File: config.mk
export PLATFORM = sky130hd
export DESIGN_NAME = alu_share_arbiter_flat
export DESIGN_NICKNAME = d
export VERILOG_FILES = /design/src/rtl/alu_share_arbiter_if.sv /design/src/rtl/alu_share_arbiter.sv /design/src/flat_wrapper.sv
export SDC_FILE = /design/constraint.sdc
export NUM_CORES = 1
export LEC_CHECK = 0
export BUFFER_PORTS_ARGS = -buffer_cell sky130_fd_sc_hd__buf_2
export CAP_MARGIN = 5
export CELL_PAD_IN_SITES_DETAIL_PLACEMENT = 0
export CELL_PAD_IN_SITES_GLOBAL_PLACEMENT = 1
export CORE_MARGIN = 3
export CORE_UTILIZATION = 27
export DETAILED_ROUTE_END_ITERATION = 10
export PLACE_DENSITY = 0.84
export SYNTH_ARGS = -nofsm -noshare
export SYNTH_HDL_FRONTEND = slang
export SYNTH_SLANG_ARGS = --single-unit
export TNS_END_PERCENT = 10
File: constraint.sdc
create_clock -name clk -period 3 [get_ports clk]
set_clock_uncertainty 0.05 [all_clocks]
set_input_delay 0.6 -clock clk [delete_from_list [all_inputs] [get_ports clk]]
set_output_delay 0.6 -clock clk [all_outputs]
set_load 0.05 [all_outputs]
File: src/rtl/alu_share_arbiter_if.sv
// Per-requester handshake bundle for the shared ALU arbiter.
// master = requester side, slave = arbiter side.
interface alu_share_arbiter_if #(
  parameter int WIDTH = 16,
  parameter int OP_W  = 2
);
  logic             req_valid;
  logic             req_ready;
  logic [WIDTH-1:0] req_a;
  logic [WIDTH-1:0] req_b;
  logic [OP_W-1:0]  req_op;
  logic             rsp_valid;
  logic             rsp_ready;
  logic [WIDTH-1:0] rsp_result;

  modport master (
    output req_valid, req_a, req_b, req_op, rsp_ready,
    input  req_ready, rsp_valid, rsp_result
  );

  modport slave (
    input  req_valid, req_a, req_b, req_op, rsp_ready,
    output req_ready, rsp_valid, rsp_result
  );
endinterface

File: src/rtl/alu_share_arbiter.sv
// Two-requester arbiter in front of one combinational ALU.
// Round-robin or fixed priority grant, one registered response slot per port.
module alu_share_arbiter #(
  parameter int WIDTH      = 16,
  parameter int OP_W       = 2,
  parameter bit FIXED_PRIO = 1'b0
) (
  input  logic              clk,
  input  logic              reset,
  alu_share_arbiter_if.slave p0,
  alu_share_arbiter_if.slave p1,
  output logic [WIDTH-1:0]  alu_a,
  output logic [WIDTH-1:0]  alu_b,
  output logic [OP_W-1:0]   alu_op,
  input  logic [WIDTH-1:0]  alu_result
);

  logic             last_grant;
  logic             elig0;
  logic             elig1;
  logic             gnt0;
  logic             gnt1;
  logic             v0;
  logic             v1;
  logic [WIDTH-1:0] r0;
  logic [WIDTH-1:0] r1;

  // A slot draining this cycle can take a new request.
  assign elig0 = p0.req_valid && (!v0 || p0.rsp_ready);
  assign elig1 = p1.req_valid && (!v1 || p1.rsp_ready);

  always_comb begin
    gnt0 = 1'b0;
    gnt1 = 1'b0;
    unique case ({elig1, elig0})
      2'b11: begin
        if (FIXED_PRIO || last_grant) begin
          gnt0 = 1'b1;
        end else begin
          gnt1 = 1'b1;
        end
      end
      2'b01:   gnt0 = 1'b1;
      2'b10:   gnt1 = 1'b1;
      default: ;
    endcase
  end

  always_comb begin
    alu_a  = '0;
    alu_b  = '0;
    alu_op = {OP_W{1'b1}};
    if (gnt0) begin
      alu_a  = p0.req_a;
      alu_b  = p0.req_b;
      alu_op = p0.req_op;
    end else if (gnt1) begin
      alu_a  = p1.req_a;
      alu_b  = p1.req_b;
      alu_op = p1.req_op;
    end
  end

  assign p0.req_ready  = gnt0;
  assign p1.req_ready  = gnt1;
  assign p0.rsp_valid  = v0;
  assign p1.rsp_valid  = v1;
  assign p0.rsp_result = r0;
  assign p1.rsp_result = r1;

  always_ff @(posedge clk) begin
    if (reset) begin
      last_grant <= 1'b1;
      v0         <= 1'b0;
      v1         <= 1'b0;
      r0         <= '0;
      r1         <= '0;
    end else begin
      if (gnt0) begin
        last_grant <= 1'b0;
      end else if (gnt1) begin
        last_grant <= 1'b1;
      end

      if (gnt0) begin
        v0 <= 1'b1;
        r0 <= alu_result;
      end else if (p0.rsp_ready) begin
        v0 <= 1'b0;
      end

      if (gnt1) begin
        v1 <= 1'b1;
        r1 <= alu_result;
      end else if (p1.rsp_ready) begin
        v1 <= 1'b0;
      end
    end
  end

endmodule

File: src/flat_wrapper.sv
// flat-port wrapper written by rule: the top's interface ports become plain ports
module alu_share_arbiter_flat 
#(
  parameter int WIDTH      = 16,
  parameter int OP_W       = 2,
  parameter bit FIXED_PRIO = 1'b0
)
  (clk, reset, alu_a, alu_b, alu_op, alu_result, p0_req_valid, p0_req_a, p0_req_b, p0_req_op, p0_rsp_ready, p0_req_ready, p0_rsp_valid, p0_rsp_result, p1_req_valid, p1_req_a, p1_req_b, p1_req_op, p1_rsp_ready, p1_req_ready, p1_rsp_valid, p1_rsp_result);
  alu_share_arbiter_if #(.WIDTH(WIDTH), .OP_W(OP_W)) p0_i ();
  alu_share_arbiter_if #(.WIDTH(WIDTH), .OP_W(OP_W)) p1_i ();
  input  logic clk;
  input  logic reset;
  output logic [WIDTH-1:0] alu_a;
  output logic [WIDTH-1:0] alu_b;
  output logic [OP_W-1:0] alu_op;
  input  logic [WIDTH-1:0] alu_result;
  input wire logic [$bits(p0_i.req_valid)-1:0] p0_req_valid;
  input wire logic [$bits(p0_i.req_a)-1:0] p0_req_a;
  input wire logic [$bits(p0_i.req_b)-1:0] p0_req_b;
  input wire logic [$bits(p0_i.req_op)-1:0] p0_req_op;
  input wire logic [$bits(p0_i.rsp_ready)-1:0] p0_rsp_ready;
  output wire logic [$bits(p0_i.req_ready)-1:0] p0_req_ready;
  output wire logic [$bits(p0_i.rsp_valid)-1:0] p0_rsp_valid;
  output wire logic [$bits(p0_i.rsp_result)-1:0] p0_rsp_result;
  input wire logic [$bits(p1_i.req_valid)-1:0] p1_req_valid;
  input wire logic [$bits(p1_i.req_a)-1:0] p1_req_a;
  input wire logic [$bits(p1_i.req_b)-1:0] p1_req_b;
  input wire logic [$bits(p1_i.req_op)-1:0] p1_req_op;
  input wire logic [$bits(p1_i.rsp_ready)-1:0] p1_rsp_ready;
  output wire logic [$bits(p1_i.req_ready)-1:0] p1_req_ready;
  output wire logic [$bits(p1_i.rsp_valid)-1:0] p1_rsp_valid;
  output wire logic [$bits(p1_i.rsp_result)-1:0] p1_rsp_result;
  assign p0_i.req_valid = p0_req_valid;
  assign p0_i.req_a = p0_req_a;
  assign p0_i.req_b = p0_req_b;
  assign p0_i.req_op = p0_req_op;
  assign p0_i.rsp_ready = p0_rsp_ready;
  assign p0_req_ready = p0_i.req_ready;
  assign p0_rsp_valid = p0_i.rsp_valid;
  assign p0_rsp_result = p0_i.rsp_result;
  assign p1_i.req_valid = p1_req_valid;
  assign p1_i.req_a = p1_req_a;
  assign p1_i.req_b = p1_req_b;
  assign p1_i.req_op = p1_req_op;
  assign p1_i.rsp_ready = p1_rsp_ready;
  assign p1_req_ready = p1_i.req_ready;
  assign p1_rsp_valid = p1_i.rsp_valid;
  assign p1_rsp_result = p1_i.rsp_result;
  alu_share_arbiter #(.WIDTH(WIDTH), .OP_W(OP_W), .FIXED_PRIO(FIXED_PRIO)) u_core (.clk(clk), .reset(reset), .p0(p0_i), .p1(p1_i), .alu_a(alu_a), .alu_b(alu_b), .alu_op(alu_op), .alu_result(alu_result));
endmodule
==> impl_metrics.ini <==
[finish]
drive_gt1_frac = 0.515
layout_common_cells = 159 x buf_2, 52 x nand2b_1, 35 x dfxtp_1, 32 x a22o_1, 32 x mux2i_1
syn2layout_area_growth_pct = 50.9
fin_nets = 425
fin_area_sq_mm = 0.00274
final-seq-area_sq_um = 701
fill_cells = 653
postLayoutCoreUtil = 0.427
finalNonFillerCells = 413
multi_input_area_sq_mm = 0.00101
antennaDiodeCount = 0
final_common_cell = buf_2

[critical_path]
critPathKind = in -> out
path_common_cell = buf_2
r2r-start = u_core.p0.rsp_valid
rr_endpoint = u_core.p1.rsp_result[10]
end_kind = output port
crit_fanout = 43
slowest_stage = inv_4
r2r_cells = 5
start_kind = primary input
critical-path-max-stage-delay_ps = 390
cp_top_family = buffers and inverters
arrival_ps = 1910
worst-path-buf-inv = 3
r2r_slack_ps = 1300
critical_path_required_ps = 2350
crit_chain = buf_2 > nor2b_1 > o211ai_2 > inv_4 > a22o_1 > buf_2

[cts]
clock_latency_ps = 280
cts_buffer_depth = 2
cts_resized = 0
cts_buffers = 5
hold_buffers = 0
cts_tree = built
cts_setup_buffers = 0
cts_max_level = 2
clk_pin_slew_ps = 70
cts-root-buf = clkbuf_8
cts_sinks = 35

[timing]
setup_viol = 0
final_max_slew_viol_count = 0
fmax_mhz = 391
grt_setup_unrepaired = no
setup_tns_ps = 0
worstMarginPinSlew_ps = 620
period_needed_ps = 2560
timing.final.crit_share = 0.852
maxSlewHeadroom = 0.587
finalHoldViolCount = 0

[power]
vdd_drop_max_mv = 0.294
powerDensity_mw_per_mm2 = 541
p_sw_frac = 0.405
comb_power_share = 0.397
p_switching_w = 0.000601
leakage_nw = 1.48
power.total_w = 0.00148
internal_power_w = 0.000883
seq_power_share = 0.347
p_clk_frac = 0.256

[hold_path]
min_path_type = reg -> reg
whs_endpoint = u_core.p0.rsp_result[5]
hp-start = u_core.p0.rsp_result[5]
hold_depth = 2

[route]
drtIter0Drc = 35
routed_via_density = 4.53
dr.pass1.iters = 4
num_vias = 1872
drc = 0
wl_per_cell_um = 13.6
routed_wl_um = 5630
ant_nets = 0

[synthesis]
yosysUniqueCellTypes = 20
postSynthAreaPerCell_sq_um = 10.0
syn_inst = 181
synth_area_sq_mm = 0.00182
synth_seq_area_share = 0.386
ys_ff_latch = 35
syn_nets = 271
yosys_warnings = 0

[flow_run]
max_cap_viol_count = 0

[placement]
place.gp.congestion = 0.705
dp_hpwl_um = 4420
port_buffers = 159
dp_cells = 405
place_area_sq_mm = 0.00264

[floorplan]
die_h_um = 88.0
top_level_ports = 160
die_w_um = 88.0
start_util = 0.283
core_area_sq_mm = 0.00642
die_area_sq_mm = 0.00775
placementRows = 29

[grt]
grt_max_degree = 53
grt.total_usage = 0.128
antenna_found_initial = 0
grt_pass1_wl_um = 7740
grt_pass1_vias = 1642
grt_overflow = 0

[status]
status = complete, no violations
## registers in the layout, indices dropped and copies added (netlist names)
signal                count
u_core.last_grant         1
u_core.p0.rsp_result     16
u_core.p0.rsp_valid       1
u_core.p1.rsp_result     16
u_core.p1.rsp_valid       1
## how the worst max path moves through the flow
| stage | startpoint | end | slack [ps] | depth (start not counted) |
|---|---|---|---|---|
| after detailed placement | p0_rsp_ready | alu_a[12] | 430 | 6 |
| after global routing | p0_rsp_ready | alu_a[12] | 290 | 6 |
| after floorplan | u_core.p0.rsp_valid | alu_b[13] | 390 | 5 |
| final | p1_rsp_ready | alu_a[12] | 440 | 6 |
| after CTS | p0_rsp_ready | alu_a[12] | 430 | 6 |
| after global placement | p1_rsp_ready | alu_a[12] | 460 | 6 |
## per-layer routing
metal  GRT usage  wire (um)  up-vias
li1            -          -      951
met5           0          0        -
met1       0.148       2290      823
met3      0.0405        617        4
met4      0.0288         36        0
met2       0.231       2680       94
## Yosys cell counts
| library cell | count | area (sq um) |
|---|---|---|
| nor2b_1 | 2 | 12.5 |
| o22ai_1 | 1 | 6.26 |
| dfxtp_1 | 35 | 701 |
| mux2i_1 | 32 | 320 |
| buf_6 | 4 | 45.0 |
| clkbuf_1 | 7 | 26.3 |
| o22a_1 | 2 | 17.5 |
| a21oi_1 | 2 | 10.0 |
| nor2_1 | 1 | 3.75 |
| o211ai_1 | 1 | 7.51 |
| o211ai_2 | 1 | 12.5 |
| nand2b_1 | 52 | 325 |
| buf_2 | 3 | 15.0 |
| inv_2 | 1 | 3.75 |
| a22o_1 | 32 | 280 |
| o21bai_1 | 1 | 7.51 |
| inv_4 | 1 | 6.26 |
| buf_4 | 1 | 7.51 |
| o21ai_0 | 1 | 5.00 |
| nand2_1 | 1 | 3.75 |
## layout make-up
class / instances / area share
inverter: 2 / 0.00365
clock inverter: 1 / 0.00274
sequential: 35 / 0.256
clock buffer: 7 / 0.0351
timing repair buffer: 162 / 0.298
tap: 77 / 0.0351
multi-input combinational: 129 / 0.369
## power groups by stage
stage                     Combinational, W  Sequential [W]  Clock [W]
after floorplan                   0.000334        0.000637          0
after global placement            0.000591        0.000525          0
after detailed placement          0.000595        0.000526          0
after CTS                         0.000595        0.000516   0.000392
after global routing              0.000622        0.000519   0.000414
final                             0.000589        0.000515   0.000379
## cell families after synthesis
group,after synthesis,share of synthesized area
compound gates,41,0.191
mux,32,0.176
simple gates,56,0.190
flops,35,0.386
buf+inv,17,0.0572
## worst register-to-register path, cell delays in order (launching register included)
cell,delay [ps]
dfxtp_1,340
nor2b_1,170
o211ai_1,150
inv_2,420
buf_4,300
mux2i_1,190
## metrics by stage
| step | hold WS (ps) | setup slack (ps) |
|---|---|---|
| after CTS | 428 | 427 |
| final | 421 | 445 |
| after global routing | 446 | 287 |
| after global placement | 406 | 457 |
| after floorplan | 429 | 391 |
| after detailed placement | 408 | 426 |
Power figures use the tool's default switching activity.
